==> config.mk <==
export PLATFORM = sky130hd
export DESIGN_NAME = mips_gpio_display_flat
export DESIGN_NICKNAME = d
export VERILOG_FILES = /design/src/rtl/mips_gpio_display_if.sv /design/src/rtl/mips_gpio_display.sv /design/src/flat_wrapper.sv
export SDC_FILE = /design/constraint.sdc
export NUM_CORES = 1
export LEC_CHECK = 0
export CAP_MARGIN = 20
export CORE_ASPECT_RATIO = 1.25
export CORE_MARGIN = 5
export CORE_UTILIZATION = 57
export CTS_CLUSTER_DIAMETER = 200
export DETAILED_ROUTE_END_ITERATION = 7
export GPL_ROUTABILITY_DRIVEN = 0
export GPL_TIMING_DRIVEN = 0
export PLACE_DENSITY = 0.95
export REMOVE_ABC_BUFFERS = 1
export SETUP_SLACK_MARGIN = 0.4
export SLEW_MARGIN = 10
export SYNTH_ARGS = -nofsm -noshare
export SYNTH_HDL_FRONTEND = slang
export SYNTH_SLANG_ARGS = --single-unit
==> constraint.sdc <==
create_clock -name clk -period 4.7 [get_ports clk]
set_input_delay 0.705 -clock clk [delete_from_list [all_inputs] [get_ports clk]]
set_output_delay 0.705 -clock clk [all_outputs]
set_load 0.01 [all_outputs]
==> src/rtl/mips_gpio_display_if.sv <==
// mips_gpio_display_if: MIPS_System data-bus slice seen by the GPIO/display slave.
//   cs    : chip select, access this cycle
//   we    : 1 = write, 0 = read (qualified by cs)
//   addr  : word offset (byte address bits [4:2])
//   wdata : write data
//   rdata : registered read data, valid the cycle after a read request
interface mips_gpio_display_if;
    logic        cs;
    logic        we;
    logic [2:0]  addr;
    logic [31:0] wdata;
    logic [31:0] rdata;

    modport master (output cs, we, addr, wdata, input rdata);
    modport slave  (input cs, we, addr, wdata, output rdata);
endinterface

==> src/rtl/mips_gpio_display.sv <==
// mips_gpio_display: memory-mapped GPIO slave driving HEX3..HEX0 and LEDG,
// sampling SW and BUTTON (synchronized, debounced, sticky press flags).
//
// Optional feature macro: GPIO_IRQ_EN (adds IRQMASK register and the irq line;
// when undefined IRQMASK reads 0, writes are ignored and irq is tied 0).
//
// Ports:
//   clk, reset_n       : clock, asynchronous active-low reset
//   bus (slave)        : cs/we/addr/wdata in, rdata out (read latency 1)
//   sw_in[SW_WIDTH]    : raw switches, asynchronous
//   btn_in[3]          : raw buttons, active-low, asynchronous
//   hex3..hex0[7]      : segments {g,f,e,d,c,b,a}, active-low
//   ledg[LED_WIDTH]    : green LEDs, active-high
//   irq                : button interrupt request
//
// Register map (word offset):
//   0 HEXVAL [15:0]  1 LED  2 SW (RO)  3 BTN: [2:0] level RO, [6:4] flags W1C
//   4 BLANK [3:0]    5 IRQMASK [2:0]   6,7 reserved (read 0)
module mips_gpio_display #(
    parameter logic [15:0] DEBOUNCE_CYCLES = 16'd50000,
    parameter int          SW_WIDTH        = 10,
    parameter int          LED_WIDTH       = 10
) (
    input  logic                 clk,
    input  logic                 reset_n,
    mips_gpio_display_if.slave   bus,
    input  logic [SW_WIDTH-1:0]  sw_in,
    input  logic [2:0]           btn_in,
    output logic [6:0]           hex3,
    output logic [6:0]           hex2,
    output logic [6:0]           hex1,
    output logic [6:0]           hex0,
    output logic [LED_WIDTH-1:0] ledg,
    output logic                 irq
);

    function automatic logic [6:0] seg7(input logic [3:0] d);
        case (d)
            4'h0: seg7 = 7'b1000000;
            4'h1: seg7 = 7'b1111001;
            4'h2: seg7 = 7'b0100100;
            4'h3: seg7 = 7'b0110000;
            4'h4: seg7 = 7'b0011001;
            4'h5: seg7 = 7'b0010010;
            4'h6: seg7 = 7'b0000010;
            4'h7: seg7 = 7'b1111000;
            4'h8: seg7 = 7'b0000000;
            4'h9: seg7 = 7'b0010000;
            4'hA: seg7 = 7'b0001000;
            4'hB: seg7 = 7'b0000011;
            4'hC: seg7 = 7'b1000110;
            4'hD: seg7 = 7'b0100001;
            4'hE: seg7 = 7'b0000110;
            default: seg7 = 7'b0001110;
        endcase
    endfunction

    logic [15:0]          hexval;
    logic [LED_WIDTH-1:0] led_r;
    logic [3:0]           blank;
    logic [SW_WIDTH-1:0]  sw_s1, sw_s2;
    logic [2:0]           btn_s1, btn_s2;
    logic [2:0]           btn_lvl, lvl_d;
    logic [15:0]          btn_cnt [3];
    logic [15:0]          cnt_d   [3];
    logic [2:0]           flags;
    logic [2:0]           irqmask_rd;
    logic [31:0]          rd_word;

    logic       wr, rd;
    logic [2:0] btn_p, rise, w1c;

    // Every wdata bit is referenced here so partially-used bus bits stay lint-quiet.
    logic unused_wdata;
    assign unused_wdata = &{1'b0, bus.wdata};

    assign wr    = bus.cs & bus.we;
    assign rd    = bus.cs & ~bus.we;
    assign btn_p = ~btn_s2;  // buttons are active-low on the board
    assign w1c   = (wr && bus.addr == 3'd3) ? bus.wdata[6:4] : 3'b000;
    assign rise  = lvl_d & ~btn_lvl;

    // Debounce: the counter only runs while the synchronized button disagrees
    // with the debounced level; any agreement restarts the stability window.
    always_comb begin
        // NOTE: defaults first so no path through this block leaves a variable unassigned (no latch).
        lvl_d = btn_lvl;
        cnt_d = btn_cnt;
        for (int i = 0; i < 3; i++) begin
            if (btn_p[i] != btn_lvl[i]) begin
                if (btn_cnt[i] == DEBOUNCE_CYCLES - 16'd1) begin
                    lvl_d[i] = btn_p[i];
                    cnt_d[i] = '0;
                end else begin
                    cnt_d[i] = btn_cnt[i] + 16'd1;
                end
            end else begin
                cnt_d[i] = '0;
            end
        end
    end

    always_comb begin
        rd_word = '0;
        case (bus.addr)
            3'd0: rd_word = {16'b0, hexval};
            3'd1: rd_word = 32'(led_r);
            3'd2: rd_word = 32'(sw_s2);
            3'd3: rd_word = {25'b0, flags, 1'b0, btn_lvl};
            3'd4: rd_word = {28'b0, blank};
            3'd5: rd_word = {29'b0, irqmask_rd};
            default: rd_word = '0;
        endcase
    end

    always_ff @(posedge clk or negedge reset_n) begin
        if (!reset_n) begin
            hexval    <= '0;
            led_r     <= '0;
            blank     <= '0;
            sw_s1     <= '0;
            sw_s2     <= '0;
            btn_s1    <= '0;
            btn_s2    <= '0;
            btn_lvl   <= '0;
            flags     <= '0;
            bus.rdata <= '0;
            // NOTE: the counter array is three small flop registers, not a RAM, so it is reset here.
            for (int i = 0; i < 3; i++) btn_cnt[i] <= '0;
        end else begin
            // NOTE: non-blocking assignments so every flop samples pre-edge values.
            sw_s1   <= sw_in;
            sw_s2   <= sw_s1;
            btn_s1  <= btn_in;
            btn_s2  <= btn_s1;
            btn_lvl <= lvl_d;
            btn_cnt <= cnt_d;
            // A press debounced on the same edge as a W1C clear survives.
            flags   <= (flags & ~w1c) | rise;
            if (wr) begin
                case (bus.addr)
                    3'd0: hexval <= bus.wdata[15:0];
                    3'd1: led_r  <= bus.wdata[LED_WIDTH-1:0];
                    3'd4: blank  <= bus.wdata[3:0];
                    default: ;
                endcase
            end
            if (rd) bus.rdata <= rd_word;
        end
    end

`ifdef GPIO_IRQ_EN
    logic [2:0] irqmask;

    always_ff @(posedge clk or negedge reset_n) begin
        if (!reset_n) begin
            irqmask <= '0;
            irq     <= 1'b0;
        end else begin
            if (wr && bus.addr == 3'd5) irqmask <= bus.wdata[2:0];
            irq <= |(flags & irqmask);
        end
    end

    assign irqmask_rd = irqmask;
`else
    assign irqmask_rd = '0;
    assign irq        = 1'b0;
`endif

    // Displays follow the registers directly: a write shows on the same edge.
    assign hex0 = blank[0] ? 7'b1111111 : seg7(hexval[3:0]);
    assign hex1 = blank[1] ? 7'b1111111 : seg7(hexval[7:4]);
    assign hex2 = blank[2] ? 7'b1111111 : seg7(hexval[11:8]);
    assign hex3 = blank[3] ? 7'b1111111 : seg7(hexval[15:12]);
    assign ledg = led_r;

endmodule
==> src/flat_wrapper.sv <==
// flat-port wrapper written by rule: the top's interface ports become plain ports
module mips_gpio_display_flat 
#(
    parameter logic [15:0] DEBOUNCE_CYCLES = 16'd50000,
    parameter int          SW_WIDTH        = 10,
    parameter int          LED_WIDTH       = 10
)
  (clk, reset_n, sw_in, btn_in, hex3, hex2, hex1, hex0, ledg, irq, bus_cs, bus_we, bus_addr, bus_wdata, bus_rdata);
  mips_gpio_display_if bus_i ();
  input  logic clk;
  input  logic reset_n;
  input  logic [SW_WIDTH-1:0] sw_in;
  input  logic [2:0] btn_in;
  output logic [6:0] hex3;
  output logic [6:0] hex2;
  output logic [6:0] hex1;
  output logic [6:0] hex0;
  output logic [LED_WIDTH-1:0] ledg;
  output logic irq;
  input wire logic [$bits(bus_i.cs)-1:0] bus_cs;
  input wire logic [$bits(bus_i.we)-1:0] bus_we;
  input wire logic [$bits(bus_i.addr)-1:0] bus_addr;
  input wire logic [$bits(bus_i.wdata)-1:0] bus_wdata;
  output wire logic [$bits(bus_i.rdata)-1:0] bus_rdata;
  assign bus_i.cs = bus_cs;
  assign bus_i.we = bus_we;
  assign bus_i.addr = bus_addr;
  assign bus_i.wdata = bus_wdata;
  assign bus_rdata = bus_i.rdata;
  mips_gpio_display #(.DEBOUNCE_CYCLES(DEBOUNCE_CYCLES), .SW_WIDTH(SW_WIDTH), .LED_WIDTH(LED_WIDTH)) u_core (.clk(clk), .reset_n(reset_n), .bus(bus_i), .sw_in(sw_in), .btn_in(btn_in), .hex3(hex3), .hex2(hex2), .hex1(hex1), .hex0(hex0), .ledg(ledg), .irq(irq));
endmodule
==> out/results.txt <==
The run finished with clean final reports. Leakage power: 3.52 nW. By area the synthesized netlist is led by sky130_fd_sc_hd__dfrtp_1 49%, sky130_fd_sc_hd__ha_1 5.2%, sky130_fd_sc_hd__mux2_2 4.9%, sky130_fd_sc_hd__nor2_1 4.7%, sky130_fd_sc_hd__xnor2_1 4.0%.

The count of endpoints failing hold in the final timing report is 0. Each instance of the synthesized netlist takes up on average 10.6 sq um. Setup repair after global routing left no endpoint under its margin. After detailed routing, the number of vias per cell comes to 5.95. VDD sags by at most 0.243 mV. Excluding fillers, the count of instances in the completed layout stands at 841. The number of antenna diodes was 0. The critical path goes through inv_1, ha_1, inv_1, mux4_2, or2_2, clkdlybuf4s50_1. The power density over the cells came out at 442 mW/mm^2. The horizontal extent of the die works out to 105 microns. The number of global-route vias before repair was 5061. The number of standard-cell rows in the floorplan was 43; the critical path buffer and inverter count was 3.

In this run the worst hold path is classified as in -> async. The layout cell share with drive strength beyond 1 was 0.108. The logs give 0 for the number of hold buffers added after CTS and 0 for the detailed-route DRC error count.

Once placement finished, the instance area stood at 0.00738 sq mm. The proportion of register bits with asynchronous set or reset after synthesis is 1.00, and the count of TritonRoute iterations in the first routing pass is 6. At the pin with the least slew margin, the transition time is 1130 ps.

123 I/O pins were placed. The final layout contains 772 nets. During synthesis, Yosys emitted a total of 0 warnings. The tools report the first-pass GRT wire length as 25.4 mm. Compared with the post-synthesis result, the final layout area differs by 23.1%. Summing all non-filler instances in the final layout gives an area of 0.00799 sq mm. Along the worst path, the maximum fanout reaches 7. The tools report the worst slew margin relative to its limit as 0.244. The run gives 0 as the antenna violation net count after detailed routing. The largest individual stage delay along the critical path comes from the cell sky130_fd_sc_hd__clkdlybuf4s50_1. After synthesis the cells add up to 0.00649 sq mm. The routed wire length on met3 was 902 microns. The run gives 410 ps as the insertion delay of the later-clocked pin in the worst-skew pair. The H-tree was split into 4 levels. The run gives 50 as the post-synthesis cell type count.

Number of resized instances in the post-cts repair step: 0. Wire length the detailed router placed on met1: 6.11 mm. Post-CTS timing repair inserted 0 buffers for setup. The region available for standard cell placement spans 0.0111 sq mm.

At the worst endpoint, the required time is 3990 ps. Max-cap violations in this run came to 0. The share of the clock period used by the worst path is 0.712, and the pin count of the biggest net entering global routing is 65. The number of synthesized flops with an enable pin is 0. The logs give 0 for the number of setup violations in the final report and 338 for the iteration-0 DRC count of the detailed router.

The number of vias in the routed layout was 5008. The most frequent cell on the critical path was sky130_fd_sc_hd__inv_1. On the worst path, the slowest cell contributes a delay of 490 ps. In the synthesized netlist the dominant register cell turns out to be sky130_fd_sc_hd__dfrtp_1. For the half-perimeter wire length after placement, the log shows 10.5 mm. Subtracting the final worst setup slack from the clock period gives 3350 ps. The max-slew violation total from the final report was 0; the CTS sink count was 126.

The tools report the overall die area as 0.0136 sq mm. After clock tree synthesis, the clock-pin slew on the worst setup and hold paths is 60 ps. The most frequent standard cell in the layout excluding fill and tap cells was sky130_fd_sc_hd__dfrtp_1. For this run, the top clock speed supported by timing is 0.299 GHz. The logs give 0.583 for the initial core utilization and 0.234 for the aggregate global-route resource usage. The floorplan step set the die height to 129 microns. The kind of end point of the critical path is an output pin. sky130_fd_sc_hd__dfrtp_1 takes more of the synthesized area than any other cell. The launching element type of the critical path was a flip-flop. Library cell used as clock root buffer: sky130_fd_sc_hd__clkbuf_16.

In this run, placement finished with an instance count of 809. Data arrives at the worst endpoint at 2640 ps. The cell type group with the largest total delay on the critical path was buffers and inverters. Overall power consumption after layout is estimated at 3.53 mW. Leaving out fill and tap cells, the most frequent cells in the layout are 126 x sky130_fd_sc_hd__dfrtp_1, 88 x sky130_fd_sc_hd__clkdlybuf4s50_1, 82 x sky130_fd_sc_hd__nor2_1.

TritonCTS built the clock tree. The total met2 wirelength after detailed routing is 8.13 mm. The top cell type's share of synthesized area is 0.486, and the maximum buffer depth of the clock tree is 2. Summed over all layers, the global routing overflow is 0. The total length of routed wires was 15.5 mm. The clock arrives with 8.37 ps of skew.

The highest metal layer carrying signal wires in the routed design is met4. The share of synthesized area occupied by flip-flops and latches was 0.486; the number of port buffers was 89. The number of cells produced by synthesis is 613, and the number of clock buffers inserted by TritonCTS is 17. By startpoint and endpoint, the worst setup path is classified as reg -> out. In the final routed layout, each cell accounts on average for 18.4 microns. The tools report the initial antenna violation count as 0. Counting flops and latches in the post-synthesis netlist gives 126.
-- final timing paths --
| path | from | to | slack (ps) | depth (start not counted) |
|---|---|---|---|---|
| max | u_core.hexval[8] | hex2[3] | 1350 | 6 |
| min | reset_n | u_core.btn_cnt[41] | 270 | 1 |
| max reg2reg | u_core.btn_cnt[0] | u_core.btn_cnt[6] | 2590 | 4 |
| min reg2reg | u_core.btn_s1[0] | u_core.btn_s2[0] | 350 | 0 |
| max in group asynchronous | reset_n | u_core.btn_cnt[30] | 3730 | 2 |
| min in group clk | u_core.btn_s1[0] | u_core.btn_s2[0] | 350 | 0 |
-- metrics by stage --
stage | worst slack, ps | util | hold WS, ps | setup TNS [ps]
after floorplan | 2430 | - | 331 | 0
final | 1350 | 0.717 | 273 | 0
after detailed placement | 1120 | 0.663 | 336 | 0
after global routing | 1250 | 0.717 | 318 | 0
after global placement | -1600 | 0.660 | 335 | -200610
after CTS | 1350 | 0.717 | 283 | 0
-- layout make-up --
type / instances / area [sq um]
clock buffers: 17 / 425
multi-input cells: 435 / 3060
clock inverters: 15 / 181
fillers: 704 / 3150
inverters: 23 / 86.3
repair buffers: 90 / 920
flip-flops and latches: 126 / 3150
well taps: 135 / 169
-- per-layer routing --
layer	vias to the layer above	track usage
met4	0	0.0803
met2	217	0.420
met5	-	0
li1	2271	-
met3	39	0.0518
met1	2481	0.278
-- state kept, by name, indices dropped and copies added, names as in the netlist --
register and count:
u_core.ledg 10, u_core.hexval 16, u_core.btn_cnt 48, u_core.btn_s2 3, u_core.btn_s1 3, u_core.sw_s1 10, u_core.flags 3, u_core.btn_lvl 3
u_core.bus.rdata 16, u_core.blank 4, u_core.sw_s2 10
-- cells in the mapped netlist, types with 2 or more instances --
cell type                    n
sky130_fd_sc_hd__nor4b_1     3
sky130_fd_sc_hd__a211o_1     6
sky130_fd_sc_hd__buf_4      17
sky130_fd_sc_hd__mux2_2     28
sky130_fd_sc_hd__dfrtp_1   126
sky130_fd_sc_hd__ha_1       27
sky130_fd_sc_hd__nand3_1    18
sky130_fd_sc_hd__nand4_1    12
sky130_fd_sc_hd__nor4bb_1    2
sky130_fd_sc_hd__and3_1      4
sky130_fd_sc_hd__or2_2       3
sky130_fd_sc_hd__nand2_1    38
sky130_fd_sc_hd__nor2b_1     7
sky130_fd_sc_hd__buf_2       7
sky130_fd_sc_hd__a31oi_1     6
sky130_fd_sc_hd__a21oi_1    10
sky130_fd_sc_hd__inv_1      23
sky130_fd_sc_hd__a21o_1      5
sky130_fd_sc_hd__clkbuf_1   18
sky130_fd_sc_hd__mux4_2      6
sky130_fd_sc_hd__mux2i_1    18
sky130_fd_sc_hd__and4_1      5
sky130_fd_sc_hd__a221o_1     8
sky130_fd_sc_hd__nand2b_1    7
sky130_fd_sc_hd__xor2_1     15
sky130_fd_sc_hd__nor4_1      8
sky130_fd_sc_hd__o22ai_1     3
sky130_fd_sc_hd__nor3_1     13
sky130_fd_sc_hd__o211ai_1    2
sky130_fd_sc_hd__buf_6       2
sky130_fd_sc_hd__a22o_1     13
sky130_fd_sc_hd__xnor2_1    30
sky130_fd_sc_hd__o21ai_0    25
sky130_fd_sc_hd__nor2_1     82
-- where the power goes --
part	internal (mW)	total, mW	switching (mW)
registers	1.18	1.33	0.159
clock network	0.799	1.32	0.525
logic	0.486	0.872	0.386
-- kinds of logic after synthesis --
| group | count (synthesis) | share of synthesized area |
|---|---|---|
| xor+xnor | 45 | 0.0607 |
| flops | 126 | 0.486 |
| other cells | 1 | 0.000578 |
| buf+inv | 68 | 0.0530 |
| mux | 52 | 0.0971 |
| simple gates | 212 | 0.161 |
| compound gates | 82 | 0.0898 |
| fa+ha+maj | 27 | 0.0520 |
(Power assumes the default switching activity.)
==> edit 1, RTL diff (config.mk and constraints unchanged) <==
`SW_WIDTH` is set to 10 in 2 places; all go to 5.
--- a/src/rtl/mips_gpio_display.sv
+++ b/src/rtl/mips_gpio_display.sv
@@ -18,7 +18,7 @@
 //   4 BLANK [3:0]    5 IRQMASK [2:0]   6,7 reserved (read 0)
 module mips_gpio_display #(
     parameter logic [15:0] DEBOUNCE_CYCLES = 16'd50000,
-    parameter int          SW_WIDTH        = 10,
+    parameter int          SW_WIDTH        = 5,
     parameter int          LED_WIDTH       = 10
 ) (
     input  logic                 clk,
--- a/src/flat_wrapper.sv
+++ b/src/flat_wrapper.sv
@@ -2,7 +2,7 @@
 module mips_gpio_display_flat 
 #(
     parameter logic [15:0] DEBOUNCE_CYCLES = 16'd50000,
-    parameter int          SW_WIDTH        = 10,
+    parameter int          SW_WIDTH        = 5,
     parameter int          LED_WIDTH       = 10
 )
   (clk, reset_n, sw_in, btn_in, hex3, hex2, hex1, hex0, ledg, irq, bus_cs, bus_we, bus_addr, bus_wdata, bus_rdata);
Ports: changed (resized sw_in); port bits go from 123 to 118. No check against the original RTL was run, so the function may have changed too.
==> edit 1 against the original RTL <==
Combinational power is 2% higher; synthesized area is 5.2% lower; design area is 3.6% lower; sequential cell count is 10 lower; wire length is 7.6% higher; sequential share of layout area is 1.8 points lower; setup slack worse by 0.039 ns; synthesized cell count is 3.1% lower; total power hardly changed; register-to-register slack hardly changed; critical path type unchanged; highest routed layer unchanged.
==> edit 1: results <==
group,metric,value,unit
outcome,outcome,"complete, no violations",
cells_and_area,fillers,593,
cts,cts_setup_buffers,0,
placement,hpwl,10410,um
critical_path,cp_max_fo,7,
critical_path,r2r_setup_slack,2.59,ns
critical_path,timing.critical_path.to,"hex3[3]",
placement,place_area,7066,um2
pwr,ir_drop,0.0002309,V
cells_and_area,n_antenna_cell,0,
critical_path,r2r_cells,4,
cts,path_clk_slew,0.05,ns
yosys,synthArstFlopShare,100.0,%
yosys,yosysSeqAreaShare,47.14,%
critical_path,r2r-end,"u_core.btn_cnt[14]$_DFF_PN0_",
sta,timing.fmax,0.2954,GHz
cells_and_area,drive_above_1_share,7.132,%
yosys,synth_common_cells,"116 x dfrtp_1, 73 x nor2_1, 39 x xnor2_1, 36 x nand2_1, 32 x mux2_1",
yosys,ys_types,50,
hold_path,min_path_type,"in -> async",
route,dr.pass1.iters,6,
route,vias_per_cell,6.197,
cts,numCtsBuffers,17,
sta,slew_headroom,28.00,%
route,drtIter0Drc,420,
cts,ctsResizeCount,0,
route,post-route-drc-count,0,
critical_path,startpoint,"u_core.hexval[12]$_DFFE_PN0P_",
placement,numPortBuffers,84,
global_routing,grt_pass1_vias,5314,
global_routing,track_usage,26.87,%
cts,htreeDepth,4,
critical_path,crit_arrival,2.68,ns
cts,cts_buffer_depth,2,
route,finalWirelength,16680,um
global_routing,grt_pass1_wl,27410,um
critical_path,r2r_start,"u_core.btn_cnt[12]$_DFF_PN0_",
global_routing,grt_max_degree,62,
cells_and_area,nNetsFinal,748,
cts,clock_latency,0.41,ns
global_routing,antenna_found_initial,0,
cells_and_area,top_regs,"u_core.btn_cnt x48, u_core.bus.rdata x16, u_core.hexval x16",
yosys,ys_top_cells_by_area,"dfrtp_1 47%, mux2_1 5.9%, xnor2_1 5.5%",
sta,skew,0.007782,ns
pwr,p_leak,3.298,nW
yosys,synth-edff-count,0,
cts,root_buffer,"clkbuf_16",
yosys,yosysWarnings,0,
-- edit 1: changes by cell type after synthesis, moves of 6 or more --
| cell | delta |
|---|---|
| mux2_1 | +32 |
| mux2_2 | -25 |
| o21ai_1 | +24 |
| o21ai_0 | -22 |
| dfrtp_1 | -10 |
| xor2_1 | -10 |
| nor2_1 | -9 |
| xnor2_1 | +9 |
| buf_2 | -7 |
| a22oi_1 | +6 |
-- edit 1: final cells by class --
cell class	instances	area share, %
Inverter	24	1.170
Clock buffer	20	5.931
Timing Repair Buffer	88	11.65
Multi-Input combinational cell	427	39.10
Clock inverter	12	2.307
Sequential cell	116	37.70
Tap cell	132	2.145
-- edit 1: critical path, stage by stage (launching register included) --
cell and delay [ns]:
dfrtp_1 0.48, inv_1 0.18, ha_1 0.34, inv_1 0.06
mux4_2 0.47, or2_1 0.25, clkdlybuf4s50_1 0.49
-- edit 1: metal layers --
layer / GRT usage (%) / vias to the layer above / wire, um
li1: - / 2218 / -
met1: 31.74 / 2492 / 6086
met2: 45.98 / 296 / 8624
met3: 6.029 / 69 / 1316
met4: 11.89 / 0 / 648
met5: 0 / - / 0
-- edit 1: through the flow --
stage | power [mW] | utilization [%] | setup WS (ns) | cells | setup TNS (ns)
2_1_floorplan | 1.669 | - | 2.206 | 567 | 0
3_3_place_gp | 2.065 | 66.22 | -1.218 | 783 | -140.86
3_5_place_dp | 2.123 | 66.89 | 1.356 | 787 | 0
4_1_cts | 3.536 | 72.90 | 1.347 | 819 | 0
5_1_grt | 3.677 | 72.90 | 1.257 | 819 | 0
6_report | 3.532 | 72.90 | 1.314 | 819 | 0
-- edit 1: logic make-up after synthesis --
group,Yosys count,share of synthesized area [%]
AOI/OAI and AO/OA,81,9.165
xor gates and xnor gates,44,6.259
adders and majority gates,27,5.487
buffers and inverters,67,5.182
DFF,116,47.14
muxes,55,10.47
other,1,0.06090
and+or+nand+nor,203,16.24
-- edit 1: report_power, final --
part           leakage, nW  total, mW  internal (mW)  switching (mW)
clock                0.299       1.38          0.914           0.461
combinational         1.49      0.891          0.474           0.417
sequential            1.51       1.27           1.09           0.173
total                 3.30       3.53           2.48            1.05
-- edit 1: how the worst min path moves through the flow --
stage,from,endpoint,slack (ns)
finish,reset_n,u_core.bus.rdata[7]$_DFFE_PN0P_,0.26
global route,reset_n,u_core.hexval[10]$_DFFE_PN0P_,0.31
CTS,reset_n,u_core.hexval[10]$_DFFE_PN0P_,0.27
detailed placement,u_core.sw_s1[3]$_DFF_PN0_,u_core.sw_s2[3]$_DFF_PN0_,0.34
global placement,u_core.btn_s1[2]$_DFF_PN0_,u_core.btn_s2[2]$_DFF_PN0_,0.34
floorplan,u_core.btn_s1[0]$_DFF_PN0_,u_core.btn_s2[0]$_DFF_PN0_,0.33
==> edit 2, RTL diff (same settings) <==
Without the edit above. Register the input `sw_in` before use, cleared by the reset. The logic sees it one clock later. The other inputs are not delayed to match.
--- a/src/rtl/mips_gpio_display.sv
+++ b/src/rtl/mips_gpio_display.sv
@@ -33,6 +33,16 @@
     output logic [LED_WIDTH-1:0] ledg,
     output logic                 irq
 );
+
+    logic [SW_WIDTH-1:0] sw_q;
+
+    always_ff @(posedge clk or negedge reset_n) begin
+        if (!reset_n) begin
+            sw_q <= '0;
+        end else begin
+            sw_q <= sw_in;
+        end
+    end
 
     function automatic logic [6:0] seg7(input logic [3:0] d);
         case (d)
@@ -129,7 +139,7 @@
             for (int i = 0; i < 3; i++) btn_cnt[i] <= '0;
         end else begin
             // NOTE: non-blocking assignments so every flop samples pre-edge values.
-            sw_s1   <= sw_in;
+            sw_s1   <= sw_q;
             sw_s2   <= sw_s1;
             btn_s1  <= btn_in;
             btn_s2  <= btn_s1;
Check against the original RTL: not equivalent (Yosys sat finds a counterexample within 4 cycles, from zero or initial values and one cycle with reset_n low).
==> edit 2 against the original RTL <==
Total power rose by 4.5%; count of clock-buffer cells in the layout rose by 1; largest cell class unchanged; critical endpoint is now hex1[3]; global-route usage down 1.4 points; die area rose by 4.0%; synthesized cell count grew 2.0%; sequential cell count up 10; design area increased by 4.7%; synthesized area rose by 4.4%; wire length is 2.7% lower; setup slack got worse by 0.024 ns.
==> edit 2: results <==
group,metric,value,unit
outcome,outcome,"complete, no violations",
sta,skew,0.006748,ns
critical_path,r2r_cells,5,
global_routing,track_usage,21.97,%
critical_path,r2r-end,"u_core.btn_cnt[28]$_DFF_PN0_",
critical_path,r2r_setup_slack,2.62,ns
global_routing,met3_usage,4.998,%
placement,placedCellCount,850,
cts,path_clk_slew,0.06,ns
sta,slew_headroom,27.83,%
global_routing,met1_usage,26.43,%
route,vias,5043,
cells_and_area,drive_above_1_share,12.60,%
sta,worst_hold_slack,0.2291,ns
placement,place_area,7734,um2
cells_and_area,stdcell_count,883,
yosys,netlist_instances,625,
critical_path,r2r_start,"u_core.btn_cnt[16]$_DFF_PN0_",
pwr,ir_drop,0.0003109,V
global_routing,grtUsageMet2,37.45,%
global_routing,grt_pass1_vias,5117,
pwr,p_leak,3.610,nW
global_routing,grt_pass1_wl,25010,um
yosys,synth_common_cells,"136 x dfrtp_1, 72 x nor2_1, 43 x nand2_1, 35 x xnor2_1, 28 x mux2_2",
critical_path,crit_arrival,2.66,ns
route,dr.pass1.iters,6,
cts,numCtsBuffers,17,
yosys,yosysSeqAreaShare,50.22,%
cells_and_area,nNetsFinal,788,
yosys,ys_top_cells_by_area,"dfrtp_1 50%, ha_1 5.0%, mux2_2 4.7%",
route,drtIter0Drc,274,
## edit 2: changes by cell type in the layout (fill, tap and decap cells not counted), moves of 5 or more
cell	before	now
dfrtp_1	126	136
nand2_1	38	43
nor2_1	82	72
nor2_2	1	10
xnor2_1	30	35
xor2_1	15	9
## edit 2: through the flow
| stage | total power [mW] | setup slack, ns |
|---|---|---|
| 2_1_floorplan | 1.859 | 2.359 |
| 3_5_place_dp | 2.310 | 1.170 |
| 6_report | 3.692 | 1.330 |
| 5_1_grt | 3.846 | 1.211 |
| 3_3_place_gp | 2.251 | -1.961 |
| 4_1_cts | 3.704 | 1.322 |
## edit 2: where the power goes
| group | total (mW) | internal [mW] | switching (mW) |
|---|---|---|---|
| clock network | 1.38 | 0.862 | 0.522 |
| registers | 1.43 | 1.27 | 0.162 |
| logic | 0.879 | 0.490 | 0.390 |
## edit 2: per-layer routing
metal | up-vias | routed length (um) | part of all wire [%]
met5 | - | 0 | 0
met4 | 0 | 391 | 2.6
met3 | 46 | 1023 | 6.8
met2 | 233 | 7779 | 52
met1 | 2452 | 5894 | 39
li1 | 2312 | - | -
## edit 2: logic make-up (layout without fill, tap and decap cells)
| kind of cell | after synthesis | count (layout) | share of synthesized area [%] |
|---|---|---|---|
| compound gates | 83 | 83 | 8.715 |
| other cells | 1 | 17 | 0.05534 |
| xor+xnor | 44 | 44 | 5.687 |
| simple gates | 214 | 214 | 16.05 |
| mux | 52 | 52 | 9.306 |
| fa+ha+maj | 27 | 27 | 4.985 |
| flops | 136 | 136 | 50.22 |
| buf+inv | 68 | 149 | 4.985 |
## edit 2: worst max path at each step
stage | cells after the start | endpoint | from
after floorplan | 3 | u_core.ledg[0]$_DFFE_PN0P_ | bus_addr[0]
after global placement | 1 | u_core.hexval[0]$_DFFE_PN0P_ | reset_n
after detailed placement | 5 | u_core.ledg[7]$_DFFE_PN0P_ | bus_addr[0]
after CTS | 6 | hex1[3] | u_core.hexval[4]$_DFFE_PN0P_
after global routing | 6 | hex1[3] | u_core.hexval[4]$_DFFE_PN0P_
final | 6 | hex1[3] | u_core.hexval[4]$_DFFE_PN0P_
## edit 2: critical path, stage by stage, from the launching register on
cell	delay, ns
dfrtp_1	0.48
inv_1	0.19
ha_1	0.32
inv_1	0.05
mux4_2	0.44
or2_2	0.28
clkdlybuf4s50_1	0.48
## edit 2: cell type report
class,count,area (um2)
Sequential cell,136,3403
Clock inverter,14,183.9
Multi-Input combinational cell,437,3100
Clock buffer,18,439.2
Timing Repair Buffer,93,949.7
Inverter,24,90.09
Fill cell,742,3248
Tap cell,161,201.4
